==> config.mk <==
export PLATFORM = sky130hd
export DESIGN_NAME = spi_slave_fe
export DESIGN_NICKNAME = d
export VERILOG_FILES = /design/src/rtl/spi_slave_fe.sv
export SDC_FILE = /design/constraint.sdc
export NUM_CORES = 1
export LEC_CHECK = 0
export ABC_AREA = 1
export CAP_MARGIN = 20
export CORE_ASPECT_RATIO = 1.75
export CORE_UTILIZATION = 40
export CTS_CLUSTER_DIAMETER = 120
export DETAILED_ROUTE_END_ITERATION = 8
export SYNTH_ARGS = -nofsm -noshare
export SYNTH_HDL_FRONTEND = slang
export SYNTH_SLANG_ARGS = --single-unit
==> constraint.sdc <==
create_clock -name clk -period 4.25 [get_ports clk]
set_input_delay 0.425 -clock clk [delete_from_list [all_inputs] [get_ports clk]]
set_output_delay 0.425 -clock clk [all_outputs]
set_load 0.01 [all_outputs]
==> src/rtl/spi_slave_fe.sv <==
// spi_slave_fe: SPI slave front-end for the single-port RAM stage.
// Deserialises 10-bit command words from MOSI, returns RAM read data on MISO.
module spi_slave_fe #(
    parameter int IN_WIDTH  = 10,
    parameter int OUT_WIDTH = 8
) (
    input  logic                 clk,
    input  logic                 rst,
    input  logic                 SS_n,
    input  logic                 MOSI,
    output logic                 MISO,
    output logic [IN_WIDTH-1:0]  rx_data,
    output logic                 rx_valid,
    input  logic [OUT_WIDTH-1:0] tx_data,
    input  logic                 tx_valid
);

    typedef enum logic [2:0] {
        IDLE,
        CHK_CMD,
        WRITE,
        READ_ADD,
        READ_DATA
    } state_t;

    // Sub-phase inside WRITE / READ_ADD / READ_DATA.
    // PH_DONE is the "word finished, wait for SS_n" hold.
    typedef enum logic [1:0] {
        PH_RX,
        PH_WAIT_TX,
        PH_TX,
        PH_DONE
    } phase_t;

    localparam logic [3:0] RX_LAST = 4'(IN_WIDTH - 2);
    localparam logic [3:0] TX_LAST = 4'(OUT_WIDTH - 1);

    state_t               state, state_nxt;
    phase_t               phase, phase_nxt;
    logic [3:0]           rx_cnt, rx_cnt_nxt;
    logic [3:0]           tx_cnt, tx_cnt_nxt;
    logic [IN_WIDTH-2:0]  rx_shift, rx_shift_nxt;
    logic [OUT_WIDTH-1:0] tx_shift, tx_shift_nxt;
    logic [IN_WIDTH-1:0]  rx_data_nxt;
    logic                 rx_valid_nxt;
    logic                 miso_nxt;
    logic                 rd_addr_flag, flag_nxt;
    logic                 in_frame;
    logic                 last_bit;

    assign in_frame = (state == WRITE) || (state == READ_ADD)
                   || (state == READ_DATA);

    // The final word bit is taken even if SS_n rises on the same edge.
    assign last_bit = in_frame && (phase == PH_RX) && (rx_cnt == RX_LAST);

    // Next-state, datapath and registered-output decode.
    always_comb begin
        state_nxt    = state;
        phase_nxt    = phase;
        rx_cnt_nxt   = rx_cnt;
        tx_cnt_nxt   = tx_cnt;
        rx_shift_nxt = rx_shift;
        tx_shift_nxt = tx_shift;
        rx_data_nxt  = rx_data;
        rx_valid_nxt = 1'b0;
        miso_nxt     = 1'b0;
        flag_nxt     = rd_addr_flag;

        if ((state != IDLE) && SS_n && !last_bit) begin
            state_nxt    = IDLE;
            phase_nxt    = PH_RX;
            rx_cnt_nxt   = '0;
            tx_cnt_nxt   = '0;
            rx_shift_nxt = '0;
            tx_shift_nxt = '0;
        end else begin
            unique case (state)
                IDLE: begin
                    if (!SS_n) begin
                        state_nxt  = CHK_CMD;
                        phase_nxt  = PH_RX;
                        rx_cnt_nxt = '0;
                        tx_cnt_nxt = '0;
                    end
                end
                CHK_CMD: begin
                    rx_shift_nxt = {{(IN_WIDTH-2){1'b0}}, MOSI};
                    rx_cnt_nxt   = '0;
                    phase_nxt    = PH_RX;
                    if (!MOSI)
                        state_nxt = WRITE;
                    else if (!rd_addr_flag)
                        state_nxt = READ_ADD;
                    else
                        state_nxt = READ_DATA;
                end
                default: begin
                    unique case (phase)
                        PH_RX: begin
                            rx_shift_nxt = {rx_shift[IN_WIDTH-3:0], MOSI};
                            rx_cnt_nxt   = rx_cnt + 4'd1;
                            if (last_bit) begin
                                rx_data_nxt  = {rx_shift, MOSI};
                                rx_valid_nxt = 1'b1;
                                rx_cnt_nxt   = '0;
                                rx_shift_nxt = '0;
                                if (state == READ_ADD)
                                    flag_nxt = 1'b1;
                                phase_nxt = (state == READ_DATA)
                                          ? PH_WAIT_TX : PH_DONE;
                                if (SS_n) begin
                                    state_nxt = IDLE;
                                    phase_nxt = PH_RX;
                                end
                            end
                        end
                        PH_WAIT_TX: begin
                            if (tx_valid) begin
                                miso_nxt     = tx_data[OUT_WIDTH-1];
                                tx_shift_nxt = {tx_data[OUT_WIDTH-2:0], 1'b0};
                                tx_cnt_nxt   = '0;
                                phase_nxt    = PH_TX;
                            end
                        end
                        PH_TX: begin
                            if (tx_cnt == TX_LAST) begin
                                flag_nxt   = 1'b0;
                                tx_cnt_nxt = '0;
                                phase_nxt  = PH_DONE;
                            end else begin
                                miso_nxt     = tx_shift[OUT_WIDTH-1];
                                tx_shift_nxt = {tx_shift[OUT_WIDTH-2:0], 1'b0};
                                tx_cnt_nxt   = tx_cnt + 4'd1;
                            end
                        end
                        default: begin
                        end
                    endcase
                end
            endcase
        end
    end

    // State, counters, shift registers and outputs; reset dominates.
    always_ff @(posedge clk) begin
        if (rst) begin
            state        <= IDLE;
            phase        <= PH_RX;
            rx_cnt       <= '0;
            tx_cnt       <= '0;
            rx_shift     <= '0;
            tx_shift     <= '0;
            rx_data      <= '0;
            rx_valid     <= 1'b0;
            MISO         <= 1'b0;
            rd_addr_flag <= 1'b0;
        end else begin
            state        <= state_nxt;
            phase        <= phase_nxt;
            rx_cnt       <= rx_cnt_nxt;
            tx_cnt       <= tx_cnt_nxt;
            rx_shift     <= rx_shift_nxt;
            tx_shift     <= tx_shift_nxt;
            rx_data      <= rx_data_nxt;
            rx_valid     <= rx_valid_nxt;
            MISO         <= miso_nxt;
            rd_addr_flag <= flag_nxt;
        end
    end

endmodule
## Word-level counts from Yosys, hierarchy flattened

Index checks and enable logic that the tools add are counted.

- Register bits after elaboration: 43
- Input bits: 13
- Output and inout port bits: 12
- Word-level logic and storage cells: 102

- $add $sub $neg: 2
- Eq/ne operators: 18
- Multiplexer cells: 37
- Bitwise operators: 5
- Reduce and logical (&&, ||, !) cells: 30

Operators with widths:

| cell | number |
|---|---|
| $pmux W4 S2 | 3 |
| $mux W4 | 5 |
| $mux W3 | 6 |
| $mux W9 | 2 |
| $pmux W9 S2 | 1 |
| $mux W8 | 2 |
| $pmux W8 S2 | 1 |
| $reduce_and A4 Y1 | 4 |
| $reduce_bool A3 Y1 | 5 |
| $mux W2 | 6 |
| $ne A2 B2 Y1 const B | 6 |
| $add A4 B1 Y4 const B | 2 |
| $ne A4 B2 Y1 const B | 2 |
| $eq A3 B2 Y1 const B | 2 |
| $mux W1 | 6 |
| $pmux W2 S3 | 1 |
| $pmux W3 S2 | 1 |
| $reduce_and A6 Y1 | 1 |
| $reduce_bool A2 Y1 | 3 |
| $not A1 Y1 | 5 |
| $reduce_and A5 Y1 | 1 |
| $reduce_bool A5 Y1 | 1 |
| $reduce_or A5 Y1 | 1 |
| $eq A4 B3 Y1 const B | 1 |
| 17 further kinds | 24 |

## Logic depth before layout (Yosys ltp)

Gate-level depths: netlist (run 1).

- Word-level depth: 9
- Gate-level depth with buffers: 13
- Mapped depth without buffers: 12

## Least setup slack after synthesis (run 1)

OpenSTA, ideal clock, no wires.

- Path kind: reg2reg
- Start point: register phase[0]
- End point: register tx_shift[1]
- Setup time: 0.115 ns
- Data arrival time: 1.351 ns
- Required time: 4.135 ns
- Path slack: 2.784 ns
- Cell stages (with the launch flop): 10
- Buffers on the path: 0
- Period minus slack after synthesis: 1.466 ns
- Cells stage by stage: dfxtp_1 -> inv_1 -> ha_1 -> inv_2 -> o21ai_0 -> nand2_1 -> nor2_2 -> inv_1 -> nand2_1 -> a21oi_2

- Longest elaborated chain between the ends: 6
- Elaborated cells between the ends (all ways): 13
- Those cells by class: 4 x eq/ne; 1 x mux; 8 x reduce/logical

RTL lines:

| element | RTL line | text |
|---|---|---|
| from (decl) | 39 | `phase_t phase, phase_nxt;` |
| from (signal assigned) | 160 | `phase <= phase_nxt;` |
| $logic_not A2 Y1 | 55 | `assign last_bit = in_frame && (phase == PH_RX) && (rx_cnt == RX_LAST);` |
| $logic_and A1 B1 Y1 (2 in series) | 55 |  |
| $logic_not A1 Y1 | 70 | `if ((state != IDLE) && SS_n && !last_bit) begin` |
| $logic_and A1 B1 Y1 | 70 |  |
| $reduce_or A2 Y1 (no line) | - |  |
| to (signal assigned) | 164 | `tx_shift <= tx_shift_nxt;` |
| to (decl) | 43 | `logic [OUT_WIDTH-1:0] tx_shift, tx_shift_nxt;` |

Parallel ways exist; a longest one is shown, timed or not.
A chain may end at the register's enable or synchronous reset.

## Final worst setup path (run 1)

- Start point: register phase[0]
- End point: register rx_cnt[3]

- Longest elaborated chain between the ends: 6
- Elaborated cells between the ends (all ways): 11
- Those cells by class: 3 x mux; 8 x reduce/logical

RTL lines:

| element | RTL line | text |
|---|---|---|
| $logic_not A2 Y1 (*) | 55, 99 |  |
| $logic_and A1 B1 Y1 (2 in series) | 55 |  |
| $mux W4 or $logic_not A1 Y1 (tied branches) | 103, 70 |  |
| $mux W4 or $logic_and A1 B1 Y1 (tied branches) | 99, 70 |  |
| $pmux W4 S2 or $reduce_or A2 Y1 (tied branches) | - |  |
| to (signal assigned) | 161 | `rx_cnt <= rx_cnt_nxt;` |
| to (decl) | 40 | `logic [3:0] rx_cnt, rx_cnt_nxt;` |

Every way passes the cells marked *; elsewhere a longest branch is shown, timed or not. The select of a mux whose other input is x is not followed.

==> results.yml, run 1 <==
status:
  status: "complete, no violations"
synthesis:
  synth_seq_cells: 42
  yosys_warnings: 0
  synth.distinct_cells: 30
  synth-main-ff-cell: "dfxtp_1"
  syn-num-nets: 298
  synth_area_per_cell_um2: 7.28
  synth.most_common_cell: "nand2_1"
  netlist_area_um2: 2030
  yosysTopAreaCellShare_pct: 41.4
  ys_seq_area_share_pct: 41.4
  synth_area_leaders: "dfxtp_1 41%, nand2_1 17%, nor2_1 7.6%"
  async_flop_share_pct: 0
  synthTopCellsByCount: "90 x nand2_1, 42 x dfxtp_1, 41 x nor2_1, 15 x a21oi_1, 15 x inv_1"
  yosysTopAreaCell: "dfxtp_1"
  syn_inst: 279
  synth_enable_flop_cells: 0
route:
  firstDrtPassIters: 4
  wire_per_inst_um: 11.5
  vias: 1777
  drc: 0
  via_per_inst: 4.95
  drtIter0Drc: 51
  drt_wl_total_mm: 4.12
  ant_nets: 0
placement:
  io_buffers: 24
  place.gp.congestion: 0.766
  place_area_um2: 2300
  post-dp-hpwl_mm: 3.06
  dp_slack_ns: 2.03
sta:
  min_period_ns: 2.14
  tightest_slew_ns: 0.742
  finalCritPeriodShare_pct: 50.4
  setup_tns_ns: 0
  maxSlewViolCount: 0
  setup_slack_ns: 2.11
  hold_viol: 0
  max_freq_ghz: 0.467
  rsz0062_at_grt: "no"
  setup_viol: 0
  maxSlewHeadroom_pct: 50.3
  clock_skew_ns: 0.00368
power_and_ir_drop:
  swShare_pct: 40.9
  power.leakage_nw: 0.938
  netSwitchingPower_w: 0.000469
  seqPwrFrac_pct: 39.6
  ir_drop_mv: 0.296
  power_density_nw_per_um2: 482
  pwr-share-comb_pct: 38.7
  power_frac_clock_pct: 21.7
  internal-power_w: 0.000679
finish:
  area_delta_synth_final_pct: 17.2
  drive_gt1_share_pct: 12.8
  num_antenna_cells: 0
  nets: 324
  finalInstanceArea_um2: 2380
floorplan:
  ios: 25
  die_h_um: 96.3
  start_util_pct: 41.2
  floorplan.die_area_um2: 5380
  std_cell_rows: 34
  dieWidth_um: 55.9
  design.core.area_um2: 4930
clock_network:
  cts_tree: "done"
  cts.path.max_buffers: 2
  clk_latency_ns: 0.29
  clk_pin_slew_ns: 0.08
  cts-root-buf: "clkbuf_8"
  cts.htree.levels: 2
  cts_setup_buffers: 0
  cts_resized: 0
  cts_buffers: 5
  cts.sinks: 42
  holdBufCountCts: 0
setup_path:
  setup.worst_path.class: "reg -> reg"
  worstSetupEndpointType: "flop"
  r2r_cells: 10
  r2r_slack_ns: 2.11
  critical-path-top-delay-family: "simple AND/OR/NAND/NOR gates"
  slowest_delay_ns: 0.59
  r2r_end: "rx_cnt[3]"
  required_ns: 4.44
  worstSetupStartpointType: "flop"
  path_buf_inv: 2
  path_cells: "inv_1 > ha_1 > nand2_1 > nor2_1 > nand2_4 > nand2_4 > o21ai_4 > inv_2 > nand2_2 > nor2_1"
  cpMaxStageDelayCell: "o21ai_4"
  cp_max_fo: 22
  worstReg2RegStart: "phase[0]"
  arrival_ns: 2.33
hold_path:
  holdPathStages: 2
  hp-start: "rx_shift[8]"
  whs_endpoint: "rx_shift[8]"
  hold_class: "reg -> reg"
global_route:
  grt_max_degree: 23
  grt_pass1_vias: 1600
  grt_antenna_before_repair: 0
  track_usage_pct: 16.7
  overflow: 0
  grt_pass1_wl_mm: 6.96
flow_run:
  drv_cap: 0
==> cells by family after synthesis <==
logic type	share of synthesized area [%]
compound gates	14.6
xor+xnor	1.29
fa+ha+maj	3.69
buf+inv	6.16
flops	41.4
simple gates	32.9
==> placed cells by master, fill, tap and decap left out, types with 3 or more instances in the layout <==
master	instances
nand2_1	90
dfxtp_1	42
nor2_1	41
clkdlybuf4s50_1	24
inv_1	15
a21oi_1	15
o21ai_0	13
a21oi_2	11
inv_2	6
ha_1	6
nand2_2	5
nand3_1	5
clkbuf_8	5
nand2_4	3
xor2_1	3
nand4_1	3
==> how the worst max path moves through the flow <==
stage,startpoint,to,slack [ns],depth (start not counted)
global route,phase[0],tx_shift[4],1.92,9
finish,phase[0],rx_cnt[3],2.11,10
CTS,phase[0],tx_cnt[3],2.06,10
floorplan,phase[0],tx_shift[1],2.78,9
detailed placement,SS_n,tx_cnt[3],2.03,6
global placement,SS_n,rx_cnt[3],2.04,6
==> per-stage QoR <==
stage	instances	total power (W)	hold slack [ns]	util (%)
floorplan	279	0.000819	0.440	-
global placement	352	0.000911	0.449	46.7
detailed placement	352	0.000911	0.459	46.7
CTS	359	0.00116	0.471	48.3
global route	359	0.00123	0.490	48.3
finish	359	0.00115	0.465	48.3
==> registers in the layout, indices dropped and copies added, names as in the netlist <==
signal and flops:
rx_valid 1, rx_data 10, rd_addr_flag 1, rx_shift 9
state 3, tx_cnt 4, MISO 1, phase 2
rx_cnt 4, tx_shift 7
==> per-layer routing <==
layer	track usage [%]	vias up	part of all wire [%]
li1	-	936	-
met1	16.2	812	40
met2	33.3	23	55
met3	3.36	6	2.5
met4	7.93	0	2.2
met5	0	-	0
==> tightest hold or removal path, delay by kind of cell, from the launching register on <==
family	cells	cell delay [ns]
DFF	1	0.31
AOI/OAI and AO/OA	1	0.05
and+or+nand+nor	1	0.06
==> power groups by stage <==
stage	Clock (W)	Sequential, W	Combinational, W
finish	0.000249	0.000455	0.000444
global route	0.000273	0.000460	0.000498
CTS	0.000258	0.000455	0.000450
detailed placement	0	0.000464	0.000447
global placement	0	0.000464	0.000447
floorplan	0	0.000458	0.000361
==> area by class of cell <==
| type | instances | area [um2] |
|---|---|---|
| Multi-Input combinational cell | 209 | 1070 |
| Clock buffer | 5 | 68.8 |
| Inverter | 23 | 88.8 |
| Clock inverter | 2 | 10.0 |
| Fill cell | 538 | 2550 |
| Sequential cell | 42 | 841 |
| Timing Repair Buffer | 24 | 240 |
| Tap cell | 54 | 67.6 |
Note: power is estimated with default switching activity, not from simulation.
==> run 2, diff against run 1 <==
==> constraint.sdc (replaced) <==
create_clock -name clk -period 1.9 [get_ports clk]
set_input_delay 0.19 -clock clk [delete_from_list [all_inputs] [get_ports clk]]
set_output_delay 0.19 -clock clk [all_outputs]
set_load 0.01 [all_outputs]
==> run 2 against run 1 <==
Maximum frequency up 20%; total power increased by 140%; setup slack got worse by 2.0 ns; largest cell class unchanged; highest routed layer unchanged.
==> results.yml, run 2 (synthesis results as in run 1) <==
status:
  status: "complete, no violations"
global_route:
  grt_pass1_vias: 1684
  grt_pass1_wl_mm: 7.45
  overflow: 0
  grt_max_degree: 17
  grt_antenna_before_repair: 0
  track_usage_pct: 17.9
setup_path:
  required_ns: 2.09
  worstSetupStartpointType: "flop"
  cpMaxStageDelayCell: "o21ai_4"
  cp_max_fo: 14
  r2r_cells: 9
  setup.worst_path.class: "reg -> reg"
  worstSetupEndpointType: "flop"
  arrival_ns: 1.97
  r2r_slack_ns: 0.12
  worstReg2RegStart: "rx_cnt[0]"
  crit_start: "rx_cnt[0]"
  critical-path-top-delay-family: "compound AO/OA/AOI/OAI gates"
  path_buf_inv: 2
  path_cells: "inv_1 > ha_1 > nand2_1 > nor2_2 > nand2_4 > nand2_4 > o21ai_4 > buf_4 > a21oi_1"
  slowest_delay_ns: 0.40
  r2r_end: "rx_shift[8]"
  worst_path_most_repeated_cell: "nand2_4"
sta:
  maxSlewHeadroom_pct: 67.7
  tightest_slew_ns: 0.482
  hold_viol: 0
  max_freq_ghz: 0.562
  finalCritPeriodShare_pct: 93.6
  setup_tns_ns: 0
  clock_skew_ns: 0.00568
  min_period_ns: 1.78
  setup_viol: 0
  maxSlewViolCount: 0
route:
  drc: 0
  wire_per_inst_um: 11.8
  firstDrtPassIters: 4
  drt_wl_total_mm: 4.34
  via_per_inst: 4.87
  ant_nets: 0
  drtIter0Drc: 55
  vias: 1793
flow_run:
  drv_cap: 0
finish:
  fin_util_pct: 50.0
  largest_reg_flops: 10
  drive_gt1_share_pct: 16.2
  num_antenna_cells: 0
  nets: 332
  layout_commonest_cell: "nand2_1"
  regMostFlops: "rx_data"
  fin_cells: 368
  area_delta_synth_final_pct: 21.4
  final_cell_mix: "90 x nand2_1, 42 x dfxtp_1, 40 x nor2_1"
  largestRegisters: "rx_data: 10 flops, rx_shift: 9 flops, tx_shift: 7 flops"
power_and_ir_drop:
  ir_drop_mv: 0.892
  power.leakage_nw: 0.978
  power_density_nw_per_um2: 1100
  power_w: 0.00271
floorplan:
  floorplan.die_area_um2: 5380
  std_cell_rows: 34
  dieWidth_um: 55.9
  design.core.area_um2: 4930
  ios: 25
  start_util_pct: 41.2
  die_h_um: 96.3
placement:
  post-dp-hpwl_mm: 3.32
  io_buffers: 24
  place.gp.congestion: 0.816
  placed_cells: 360
clock_network:
  cts_setup_buffers: 0
  cts_buffers: 5
  clk_latency_ns: 0.30
  cts-root-buf: "clkbuf_8"
  cts.sinks: 42
  clk_pin_slew_ns: 0.08
  cts_tree: "done"
  cts.path.max_buffers: 2
  cts.htree.levels: 2
hold_path:
  holdPathStages: 3
  hp-start: "tx_data[7]"
  hold_class: "in -> reg"
  whs_endpoint: "MISO"
run 2: cell types whose count changed in the layout (fill, tap and decap cells not counted):
cell and delta:
buf_4 +8, ha_1 -2, nor2_2 +1, clkbuf_8 +1, ha_2 +2, clkinvlp_4 +1
nor2_1 -1, clkinv_2 -1
run 2: cell type report:
type / count / area (um2)
Sequential cell: 42 / 841
Fill cell: 518 / 2470
Tap cell: 54 / 67.6
Clock buffer: 6 / 82.6
Inverter: 23 / 88.8
Clock inverter: 2 / 12.5
Multi-Input combinational cell: 209 / 1070
Timing Repair Buffer: 32 / 300
run 2: timing repair:
item,in CTS,in global routing
gates resized for setup,0,3
hold buffers,0,0
setup endpoints to repair,0,13
run 2: metal layers:
metal / part of all wire, % / global-route usage [%] / wire length (um)
met1: 41 / 18.7 / 1780
met2: 55 / 34.2 / 2370
met3: 2.3 / 3.23 / 99
met4: 2.0 / 8.74 / 88
met5: 0 / 0 / 0
run 2: through the flow:
stage,area (um2),hold slack (ns),setup WS [ns]
after floorplan,2030,0.262,0.434
after global placement,2360,0.457,0.167
after detailed placement,2360,0.460,0.124
after CTS,2460,0.468,0.105
after global routing,2470,0.467,-0.0120
final,2470,0.472,0.121
run 2: worst max-delay path by stage:
stage | slack (ns) | cells after the start | endpoint
after detailed placement | 0.12 | 9 | rx_shift[8]
after CTS | 0.11 | 9 | rx_shift[8]
after global placement | 0.17 | 9 | rx_shift[7]
after floorplan | 0.43 | 9 | tx_shift[1]
after global routing | -0.01 | 9 | rx_shift[7]
final | 0.12 | 9 | rx_shift[8]
run 2: power by group:
part | switching (W) | internal (W) | total (W)
clock | 0.000321 | 0.000292 | 0.000613
sequential | 0.0000513 | 0.000950 | 0.00100
combinational | 0.000722 | 0.000370 | 0.00109
total | 0.00109 | 0.00161 | 0.00271
run 2: tightest hold or removal path, delay by kind of cell:
family | cells | cell delay (ns)
buffers and inverters | 1 | 0.41
and+or+nand+nor | 1 | 0.07
AOI/OAI and AO/OA | 1 | 0.06
==> RTL change, RTL diff (flow settings as in run 2) <==
Make the reset (`rst`) asynchronous in one clocked block.
--- a/src/rtl/spi_slave_fe.sv
+++ b/src/rtl/spi_slave_fe.sv
@@ -143,7 +143,7 @@
     end
 
     // State, counters, shift registers and outputs; reset dominates.
-    always_ff @(posedge clk) begin
+    always_ff @(posedge clk or posedge rst) begin
         if (rst) begin
             state        <= IDLE;
             phase        <= PH_RX;
Check against the original RTL: no difference found for any inputs over 10 cycles, from zero or initial values and one cycle with rst high; that may be too few to reach the edited logic, so the function may still have changed.
==> RTL change against run 2 <==
  * Via count grew 4.8%
  * Sequential share of layout area grew 3.6 points
  * Sequential cell count is the same
  * Cell count grew 6.8%
  * Power grew 33%
  * Worst setup slack gained 28 ps
  * Combinational power grew 39%
  * Worst hold slack lost 230 ps
  * Area after synthesis grew 9.7%
  * Wire length grew 12%
  * Cell area grew 13%
  * Critical path type unchanged
  * Critical endpoint is now phase[1]$_DFFE_PP0P_
  * Largest cell class is now sequential cells
==> RTL change: results (changes against run 2) <==
Status
  • Run status: finished, final reports clean (unchanged)

Critical path
  • Slowest CP cell: dfrtp_1 (was o21ai_4)
  • Worst Setup SP: phase[0]$_DFFE_PP0P_ (was rx_cnt[0]$_SDFFE_PP0P_)
  • Critical path fanouts, max: 7 (was 14)
  • Slack of the worst reg-to-reg path: 150 ps (was 120 ps)

Place
  • Detail Placement HPWL: 3650 um (was 3320 um)
  • Dpl ws: 125 ps (was 124 ps)

Detailed routing
  • Met2 routed WL: 2750 um (was 2370 um)
  • Length of routed met3 wiring: 79 um (was 99 um)
  • Drt total wl: 4850 um (was 4340 um)
  • 1st-iter DRT viols: 54 (was 55)

Layout
  • Inverters: 29 (was 23)
  • Share of cells above drive strength 1: 14.7% (was 16.2%)
  • Proportion of cell area occupied by multi-input gates: 37.2% (was 43.5%)
  • Nets: 337 (was 332)
  • Data buffer area share: 12.8% (was 12.2%)
  • Non-clock buffer count: 38 (was 32)
  • Clock-cell share of area: 4.93% (was 3.86%)

Pwr
  • Peak supply drop: 0.000638 V (was 0.000892 V)
  • Power Sequential: 1.24 mW (was 1.00 mW)
  • Sw Ratio: 40.4% (about the same)

Timing
  • Fin Hold WS: 244 ps (was 472 ps)
  • Worst slew margin: 78.2% (was 67.7%)
  • Clock Skews: 5.74 ps (was 5.68 ps)
  • Final worst-path cycle share: 92.2% (was 93.6%)

Synthesis
  • Primary FF master, synth: dfrtp_1 (was dfxtp_1)

GRT
  • Largest net degree at the start of global routing: 43 (was 17)
  • First-pass GRT wire length: 8400 um (was 7450 um)
==> RTL change: cell families (layout without fill, tap and decap cells) <==
logic type,count (synthesis),in the layout,synth area share (%)
AOI/OAI and AO/OA,42,42,10.7
and+or+nand+nor,152,152,31.1
DFF,42,42,47.1
xor gates and xnor gates,2,2,0.786
buffers and inverters,35,75,6.85
adders and majority gates,6,6,3.37
==> RTL change: per-stage QoR <==
stage	std cells	instance area (um^2)
floorplan	279	2230
global placement	380	2600
detailed placement	380	2600
CTS	388	2740
global route	393	2790
finish	393	2790
==> RTL change: what timing repair did <==
item	in CTS	in global routing
setup endpoints to repair	0	10
setup buffers	0	5
resized for setup	0	4
hold buffers	0	0
==> RTL change: routing by layer <==
layer / track usage (%) / vias up
li1: - / 964
met1: 19.7 / 874
met2: 36.0 / 32
met3: 2.31 / 9
met4: 6.59 / 0
met5: 0 / -
